### src/rtl/pmem_arbiter.sv
// ---------------------------------------------------------------------------
// pmem_arbiter
//
// Shares one cacheline-wide physical-memory port between the instruction
// cache and the data cache. Only one line transaction is in flight at a time.
// When both caches ask in the same cycle, the one that was not served most
// recently wins. The response is routed back to whichever cache owns the
// transaction. Each cache sees what looks like a private memory.
//
// Ports
//   clk, rst        clock; synchronous active-low reset
//   i_read          I-cache line read request (level, held until i_resp)
//   i_address       I-cache line address
//   i_rdata         line data to I-cache (qualified by i_resp)
//   i_resp          one-cycle completion pulse to I-cache
//   d_read          D-cache line read request (level, held until d_resp)
//   d_write         D-cache line write-back request (level, held until d_resp)
//   d_address       D-cache line address
//   d_wdata         D-cache write-back line
//   d_rdata         line data to D-cache (qualified by d_resp)
//   d_resp          one-cycle completion pulse to D-cache
//   pmem_read       memory read strobe, held until pmem_resp
//   pmem_write      memory write strobe, held until pmem_resp
//   pmem_address    latched line address, offset bits cleared
//   pmem_wdata      latched write-back line
//   pmem_rdata      memory read data, valid with pmem_resp
//   pmem_resp       memory completion pulse
// ---------------------------------------------------------------------------
module pmem_arbiter #(
    parameter int s_offset = 5,
    parameter int s_line   = 256
) (
    input  logic              clk,
    input  logic              rst,

    input  logic              i_read,
    input  logic [31:0]       i_address,
    output logic [s_line-1:0] i_rdata,
    output logic              i_resp,

    input  logic              d_read,
    input  logic              d_write,
    input  logic [31:0]       d_address,
    input  logic [s_line-1:0] d_wdata,
    output logic [s_line-1:0] d_rdata,
    output logic              d_resp,

    output logic              pmem_read,
    output logic              pmem_write,
    output logic [31:0]       pmem_address,
    output logic [s_line-1:0] pmem_wdata,
    input  logic [s_line-1:0] pmem_rdata,
    input  logic              pmem_resp
);

    typedef enum logic [1:0] {
        IDLE = 2'd0,
        I_RD = 2'd1,
        D_RD = 2'd2,
        D_WR = 2'd3
    } state_t;

    // Clears the byte-offset bits so memory always sees a line-aligned address.
    localparam logic [31:0] LINE_MASK = ~((32'd1 << s_offset) - 32'd1);

    state_t              r_state;
    state_t              w_state_nxt;
    logic                r_last_grant;   // 0: I served last, 1: D served last
    logic [31:0]         r_addr_q;
    logic [s_line-1:0]   r_wdata_q;

    logic                w_d_pend;
    logic                w_grant_i;
    logic                w_grant_d;

    assign w_d_pend = d_read | d_write;

    // Next state, grant decision and strobes/responses.
    always_comb begin
        w_state_nxt = r_state;
        w_grant_i   = 1'b0;
        w_grant_d   = 1'b0;
        pmem_read   = 1'b0;
        pmem_write  = 1'b0;
        i_resp      = 1'b0;
        d_resp      = 1'b0;

        case (r_state)
            IDLE: begin
                // On a tie, serve the cache that did not get the last grant.
                if (i_read && w_d_pend) begin
                    if (r_last_grant) begin
                        w_grant_i = 1'b1;
                    end else begin
                        w_grant_d = 1'b1;
                    end
                end else if (i_read) begin
                    w_grant_i = 1'b1;
                end else if (w_d_pend) begin
                    w_grant_d = 1'b1;
                end

                if (w_grant_i) begin
                    w_state_nxt = I_RD;
                end else if (w_grant_d) begin
                    // A simultaneous read+write from the D-cache is a write.
                    w_state_nxt = d_write ? D_WR : D_RD;
                end
            end

            I_RD: begin
                pmem_read = 1'b1;
                if (pmem_resp) begin
                    i_resp      = 1'b1;
                    w_state_nxt = IDLE;
                end
            end

            D_RD: begin
                pmem_read = 1'b1;
                if (pmem_resp) begin
                    d_resp      = 1'b1;
                    w_state_nxt = IDLE;
                end
            end

            D_WR: begin
                pmem_write = 1'b1;
                if (pmem_resp) begin
                    d_resp      = 1'b1;
                    w_state_nxt = IDLE;
                end
            end

            default: begin
                w_state_nxt = IDLE;
            end
        endcase
    end

    // State register and per-transaction latches. Reset abandons any
    // in-flight transaction without issuing a response.
    always_ff @(posedge clk) begin
        if (!rst) begin
            r_state      <= IDLE;
            r_last_grant <= 1'b0;
            r_addr_q     <= '0;
            r_wdata_q    <= '0;
        end else begin
            r_state <= w_state_nxt;
            if (w_grant_i) begin
                r_addr_q     <= i_address & LINE_MASK;
                r_last_grant <= 1'b0;
            end else if (w_grant_d) begin
                r_addr_q     <= d_address & LINE_MASK;
                r_last_grant <= 1'b1;
                if (d_write) begin
                    r_wdata_q <= d_wdata;
                end
            end
        end
    end

    assign pmem_address = r_addr_q;
    assign pmem_wdata   = r_wdata_q;

    // Read data is broadcast; only the owner's resp pulse qualifies it.
    assign i_rdata = pmem_rdata;
    assign d_rdata = pmem_rdata;

endmodule
### config.mk
export PLATFORM = sky130hd
export DESIGN_NAME = pmem_arbiter
export DESIGN_NICKNAME = d
export VERILOG_FILES = /design/src/rtl/pmem_arbiter.sv
export SDC_FILE = /design/constraint.sdc
export NUM_CORES = 1
export LEC_CHECK = 0
export CAP_MARGIN = 20
export CORE_AREA = 3 3 534 536
export CTS_CLUSTER_DIAMETER = 150
export DETAILED_ROUTE_END_ITERATION = 12
export DIE_AREA = 0 0 537 539
export GPL_TIMING_DRIVEN = 1
export PLACE_DENSITY = 0.3
export SYNTH_ARGS = -nofsm -noshare
export SYNTH_HDL_FRONTEND = slang
export SYNTH_SLANG_ARGS = --single-unit
### constraint.sdc
create_clock -name clk -period 2.2 [get_ports clk]
set_input_delay 0.22 -clock clk [delete_from_list [all_inputs] [get_ports clk]]
set_output_delay 0.22 -clock clk [all_outputs]
set_load 0.02 [all_outputs]
# Yosys cells after proc, flatten, opt, wreduce, memory -nomap -nowiden
# Index checks and enable logic that the tools add are counted.
word_totals:
  ff_bits: 286
  latchBits: 0
  mem_bits_rw: 0
  rom_bits: 0
  in_bits: 582
  out_inout_bits: 804
  elab_cells: 44
  n_memories: 0
op_classes:
  add_sub_neg: 0
  n_mul: 0
  div_mod_pow: 0
  order_cmp: 0
  n_eq_ne: 5
  n_shift: 0
  muxes: 23
  n_bitwise: 3
  reduce_logical: 9
ops:
  columns: ["operator", "count"]
  rows:
  - ["$mux 32", 2]
  - ["$mux 1", 17]
  - ["$mux 2", 3]
  - ["$reduce_or 2->1", 3]
  - ["$eq 2x2->1 const B", 2]
  - ["$pmux 2 s2", 1]
  - ["$ne 3x1->1 const B", 1]
  - ["$reduce_and 3->1", 1]
  - ["$reduce_or 3->1", 1]
  - ["$eq 2x1->1 const B", 1]
  - ["$logic_not 2->1", 1]
  - ["$ne 2x1->1 const B", 1]
  - ["$not 1->1", 2]
  - ["$reduce_and 2->1", 1]
  - ["$reduce_bool 2->1", 1]
  - ["$logic_and 1x1->1", 1]
  - ["$or 1x1->1", 1]

# Logic depth before layout (Yosys ltp)
logic_depth:
  word_depth: 8
  ltp_mapped: 7
  depth_no_buf: 5

# Worst setup path after synthesis
# No wires, ideal clock.
synth_timing:
  kind: "flip-flop to flip-flop"
  start: "reg r_state[0]"
  end: "reg r_addr_q[28], in the netlist pmem_address[28]"
  setup_ps: 89
  arrival_ps: 1586
  t_required_ps: 2111
  path_slack_ps: 525
  path_stages_with_launch: 8
  n_path_buf: 2
  period_less_slack_ps: 1675
  cell_sequence: "dfxtp_1 inv_1 ha_1 a21bo_2 buf_2 clkbuf_1 o21ai_1 a311oi_2"
synth_between:
  elab_chain_len: 3
  word_cells_on_any_way: 5
  classes_between: "3 x mux; 2 x reduce/logical"
synth_rtl:
  columns: ["element", "line", "rtl"]
  rows:
  - ["start: declaration", "66", "state_t r_state;"]
  - ["start signal: assignment", "150", "r_state <= w_state_nxt;"]
  - ["$logic_not 2->1 (*)", "88", "case (r_state)"]
  - ["$mux 1", "88", null]
  - ["$mux 32 / $reduce_bool 2->1 (equally long branches)", null, null]
  - ["end signal: assignment", "152", "r_addr_q <= i_address & LINE_MASK;"]
  - ["end signal: assignment", "155", "r_addr_q <= d_address & LINE_MASK;"]
  - ["end: declaration", "69", "logic [31:0] r_addr_q;"]
# Every way passes the cells marked *; elsewhere a longest branch is shown, timed or not.
# A chain may end at the register's enable or synchronous reset.

# Worst setup path in the final report
layout_timing:
  start: "reg r_wdata_q[176], in the netlist pmem_wdata[176]"
  end: "out pmem_wdata[176]"
layout_rtl:
  columns: ["element", "line", "rtl"]
  rows:
  - ["start: declaration", "70", "logic [s_line-1:0] r_wdata_q;"]
  - ["start signal: assignment", "158", "r_wdata_q <= d_wdata;"]
  - ["end: declaration", "51", "output logic [s_line-1:0] pmem_wdata,"]
# No word-level cell between the ends.

==> metrics.txt <==
# TYPE chip_impl_metric gauge
chip_impl_metric{name="finalWorstPathRequiredPeriod",unit="ns"} 2.09
chip_impl_info{name="path_class",value="register to primary output"} 1
chip_impl_metric{name="layout_worst_path_cycle_share",unit="%"} 94.8
chip_impl_metric{name="preCtsSetupSlack",unit="ns"} 0.0388
chip_impl_metric{name="routedWlPerCell",unit="um"} 25.9
chip_impl_metric{name="synth_cell_types",unit=""} 32
chip_impl_metric{name="drt_drc_violations_left",unit=""} 0
chip_impl_metric{name="crit_cells",unit=""} 1
chip_impl_metric{name="gr-usage-all-layers",unit="%"} 9.67
chip_impl_metric{name="syn2layout_area_growth",unit="%"} 56.4
chip_impl_metric{name="final_nets",unit=""} 2489
chip_impl_metric{name="syn_area",unit="um^2"} 15100
chip_impl_metric{name="worst-path-buf-inv",unit=""} 1
chip_impl_metric{name="drt_iter0_markers",unit=""} 871
chip_impl_metric{name="synth-edff-count",unit=""} 0
chip_impl_metric{name="cts_made_buffers",unit=""} 46
chip_impl_metric{name="route.antenna.remaining_nets",unit=""} 0
chip_impl_metric{name="worst-endpoint-required",unit="ns"} 1.98
chip_impl_metric{name="htree_num_levels",unit=""} 2
chip_impl_info{name="worstHoldPathType",value="input port to register"} 1
chip_impl_metric{name="ioPinCount",unit=""} 1386
chip_impl_metric{name="final_power",unit="uW"} 21300
chip_impl_metric{name="grt_first_pass_wirelength",unit="um"} 179000
chip_impl_metric{name="first_pass_iters",unit=""} 5
chip_impl_metric{name="clock_skew",unit="ns"} 0.0130
chip_impl_info{name="startpoint_of_the_most_critical_hold_path",value="d_wdata[182]"} 1
chip_impl_metric{name="initial_core_util",unit="%"} 5.36
chip_impl_info{name="tritoncts",value="built"} 1
chip_impl_info{name="path_cells",value="clkdlybuf4s50_1"} 1
chip_impl_info{name="worst_setup_ep_type",value="primary output"} 1
chip_impl_metric{name="pin_count_of_the_biggest_net_entering_global_routing",unit=""} 88
chip_impl_info{name="root_buffer",value="clkbuf_16"} 1
chip_impl_metric{name="setup_ws",unit="ns"} 0.114
chip_impl_metric{name="timing.fmax",unit="GHz"} 0.479
chip_impl_metric{name="grt_pass1_vias",unit=""} 14234
chip_impl_info{name="synth_top_area_cell",value="dfxtp_1"} 1
chip_impl_metric{name="gp_congestion",unit=""} 0.770
chip_impl_metric{name="syn_inst",unit=""} 1869
chip_impl_info{name="path_delay_family",value="buffers and inverters"} 1
chip_impl_metric{name="syn_avg_cell_area",unit="um^2"} 8.06
chip_impl_metric{name="ctsLongestPathBuffers",unit=""} 3
chip_impl_metric{name="setup_viol",unit=""} 0
chip_impl_metric{name="power.density_cell_area",unit="nW/um^2"} 903
chip_impl_metric{name="chipHeight",unit="um"} 539
chip_impl_info{name="regToRegStartpoint",value="r_state[0]$_SDFFE_PN0P_"} 1
chip_impl_metric{name="finalHoldViolCount",unit=""} 0
chip_impl_metric{name="critical_path.max_fanout",unit=""} 2
chip_impl_metric{name="clock_sink_count",unit=""} 286
chip_impl_metric{name="whs_path_depth",unit=""} 3
chip_impl_info{name="synth_most_common_cell",value="buf_4"} 1
chip_impl_metric{name="io_buffer_count",unit=""} 602
chip_impl_metric{name="clock_insertion_delay_worst_skew",unit="ns"} 0.67
chip_impl_metric{name="routed_via_density",unit=""} 2.48
chip_impl_metric{name="clk_transition_reported_paths",unit="ns"} 0.06
chip_impl_info{name="crit_path_start",value="pmem_wdata[176]$_SDFFE_PN0P_"} 1
chip_impl_metric{name="core-area",unit="um^2"} 281000
chip_impl_metric{name="peakVddDrop",unit="uV"} 550
chip_impl_info{name="synth.top_cells.by_area",value="dfxtp_1 (38%), buf_4 (26%), nand3_1 (9.4%)"} 1
chip_impl_metric{name="max_cap_viol_count",unit=""} 0
chip_impl_info{name="critPathSlowestCell",value="clkdlybuf4s50_1"} 1
chip_impl_metric{name="worst-slew-pin-transition",unit="ns"} 0.771
chip_impl_metric{name="headroom_to_the_max_slew_limit",unit="%"} 48.6
chip_impl_metric{name="setup_total_negative_slack",unit="ns"} 0
chip_impl_metric{name="max_stage_delay",unit="ns"} 0.87
chip_impl_metric{name="synth-warning-count",unit=""} 0
chip_impl_info{name="outcome",value="completed"} 1
chip_impl_metric{name="die_width",unit="um"} 537
chip_impl_info{name="synth.cells.most_frequent",value="buf_4 (517), dfxtp_1 (286), nand3_1 (283), o21ai_0 (281), a21oi_1 (258)"} 1
chip_impl_metric{name="drive_above_1_share",unit="%"} 10.9
chip_impl_metric{name="rows",unit=""} 195
chip_impl_metric{name="synthDominantCellAreaShare",unit="%"} 38.0
chip_impl_metric{name="area_enclosed_by_the_die_boundary",unit="um^2"} 289000
chip_impl_info{name="synthFlopType",value="dfxtp_1"} 1
chip_impl_metric{name="reg2reg_depth",unit=""} 7
chip_impl_metric{name="place_inst",unit=""} 5595
chip_impl_metric{name="ys_async_sr_fraction",unit="%"} 0
chip_impl_metric{name="routed-via-count",unit=""} 14154
chip_impl_metric{name="crit_arrival",unit="ns"} 1.87
chip_impl_metric{name="finalMaxSlewViolations",unit=""} 0
chip_impl_metric{name="final_cell_count_no_fill",unit=""} 5697
chip_impl_metric{name="post-dp-hpwl",unit="um"} 124000
chip_impl_info{name="cp-start-kind",value="register"} 1
chip_impl_metric{name="synth_seq_area_share",unit="%"} 38.0
chip_impl_metric{name="cellLeakagePower",unit="uW"} 0.00705
chip_impl_metric{name="finalWirelength",unit="um"} 147000
chip_impl_info{name="setup_repair_after_global_routing_missed_its_margin",value="no"} 1
chip_impl_metric{name="synth_seq_cells",unit=""} 286
chip_impl_metric{name="grt_remaining_overflow",unit=""} 0
chip_impl_metric{name="grt_antenna_before_repair",unit=""} 58
## state kept, by name, indices dropped and copies added, names as in the netlist
name	count
r_last_grant	1
r_state	2
pmem_wdata	256
pmem_address	27
## through the flow
stage | instance area [um^2] | hold WS [ns] | util [%]
after floorplan | 15100 | 0.368 | -
final | 23600 | 0.110 | 8.37
after detailed placement | 21900 | 0.440 | 7.80
after CTS | 23500 | 0.000212 | 8.34
after global placement | 21900 | 0.440 | 7.80
after global routing | 23500 | 0.0410 | 8.37
## worst min-delay path: cells and delay by family
family / cells / cell delay, ns
AOI/OAI and AO/OA: 1 / 0.05
and+or+nand+nor: 1 / 0.06
buffers and inverters: 1 / 0.39
## logic make-up after synthesis
logic type	count (synthesis)	synth area share, %
AND/OR/NAND/NOR	318	10.6
buffers and inverters	685	30.3
adder cells (fa/ha/maj)	4	0.332
flip-flops	286	38.0
other	1	0.0249
AO/OA/AOI/OAI	575	20.8
## where the power goes
| part | leakage (uW) | switching (uW) | internal [uW] | total [uW] |
|---|---|---|---|---|
| registers | 0.00234 | 381 | 5820 | 6200 |
| clock network | 0.000753 | 3200 | 4590 | 7790 |
| logic | 0.00395 | 4660 | 2600 | 7270 |
## repair_timing
item,CTS,global route
hold buffers,1,0
buffers inserted,0,1
endpoints found under the setup margin,23,5
cloned,0,1
endpoints found under the hold margin,1,0
resized for setup,23,4
pin swaps,0,0
## worst paths after layout
check / to / slack, ns
setup / recovery: pmem_wdata[176] / 0.11
hold / removal: pmem_wdata[182]$_SDFFE_PN0P_ / 0.11
setup reg to reg: pmem_wdata[105]$_SDFFE_PN0P_ / 0.25
hold reg to reg: pmem_wdata[237]$_SDFFE_PN0P_ / 0.47
## routing by layer
metal  vias to the layer above  part of all wire (%)  track usage [%]
met1                      6604                    31             8.73
li1                       6033                     -                -
met5                         -                  0.17            0.217
met2                       984                    45             15.0
met3                       502                    18             7.60
met4                        31                   6.7             6.02
## placed cells by master, fill, tap and decap left out, drive strengths merged
cell / count
o21a: 1
conb: 5
clkdlybuf4s50: 525
inv: 9
a21bo: 1
buf: 108
nor2: 2
or2: 2
a21boi: 1
o311ai: 1
clkinv: 10
dlymetal6s2s: 4
nor3b: 1
o21ai: 283
o31ai: 1
dlygate4sd3: 1
nand2: 1
ha: 4
clkbuf: 63
diode: 16
o21ba: 1
dfxtp: 286
nand2b: 1
a32oi: 1
clkinvlp: 3
and2: 1
nand3: 283
a21oi: 258
bufinv: 4
a311oi: 27
nor3: 27
dlygate4sd2: 23
## final cells by class
cell class                 instances  area, um^2
clock buffer                      62        1290
timing repair buffer             662        6710
inverter                           5        33.8
antenna                           16        40.0
fill                           32775      258000
clock inverter                    21         250
tap                             3743        4680
sequential                       286        5730
multi-input combinational        902        4820
No activity file was read; power rests on OpenSTA's default activity.
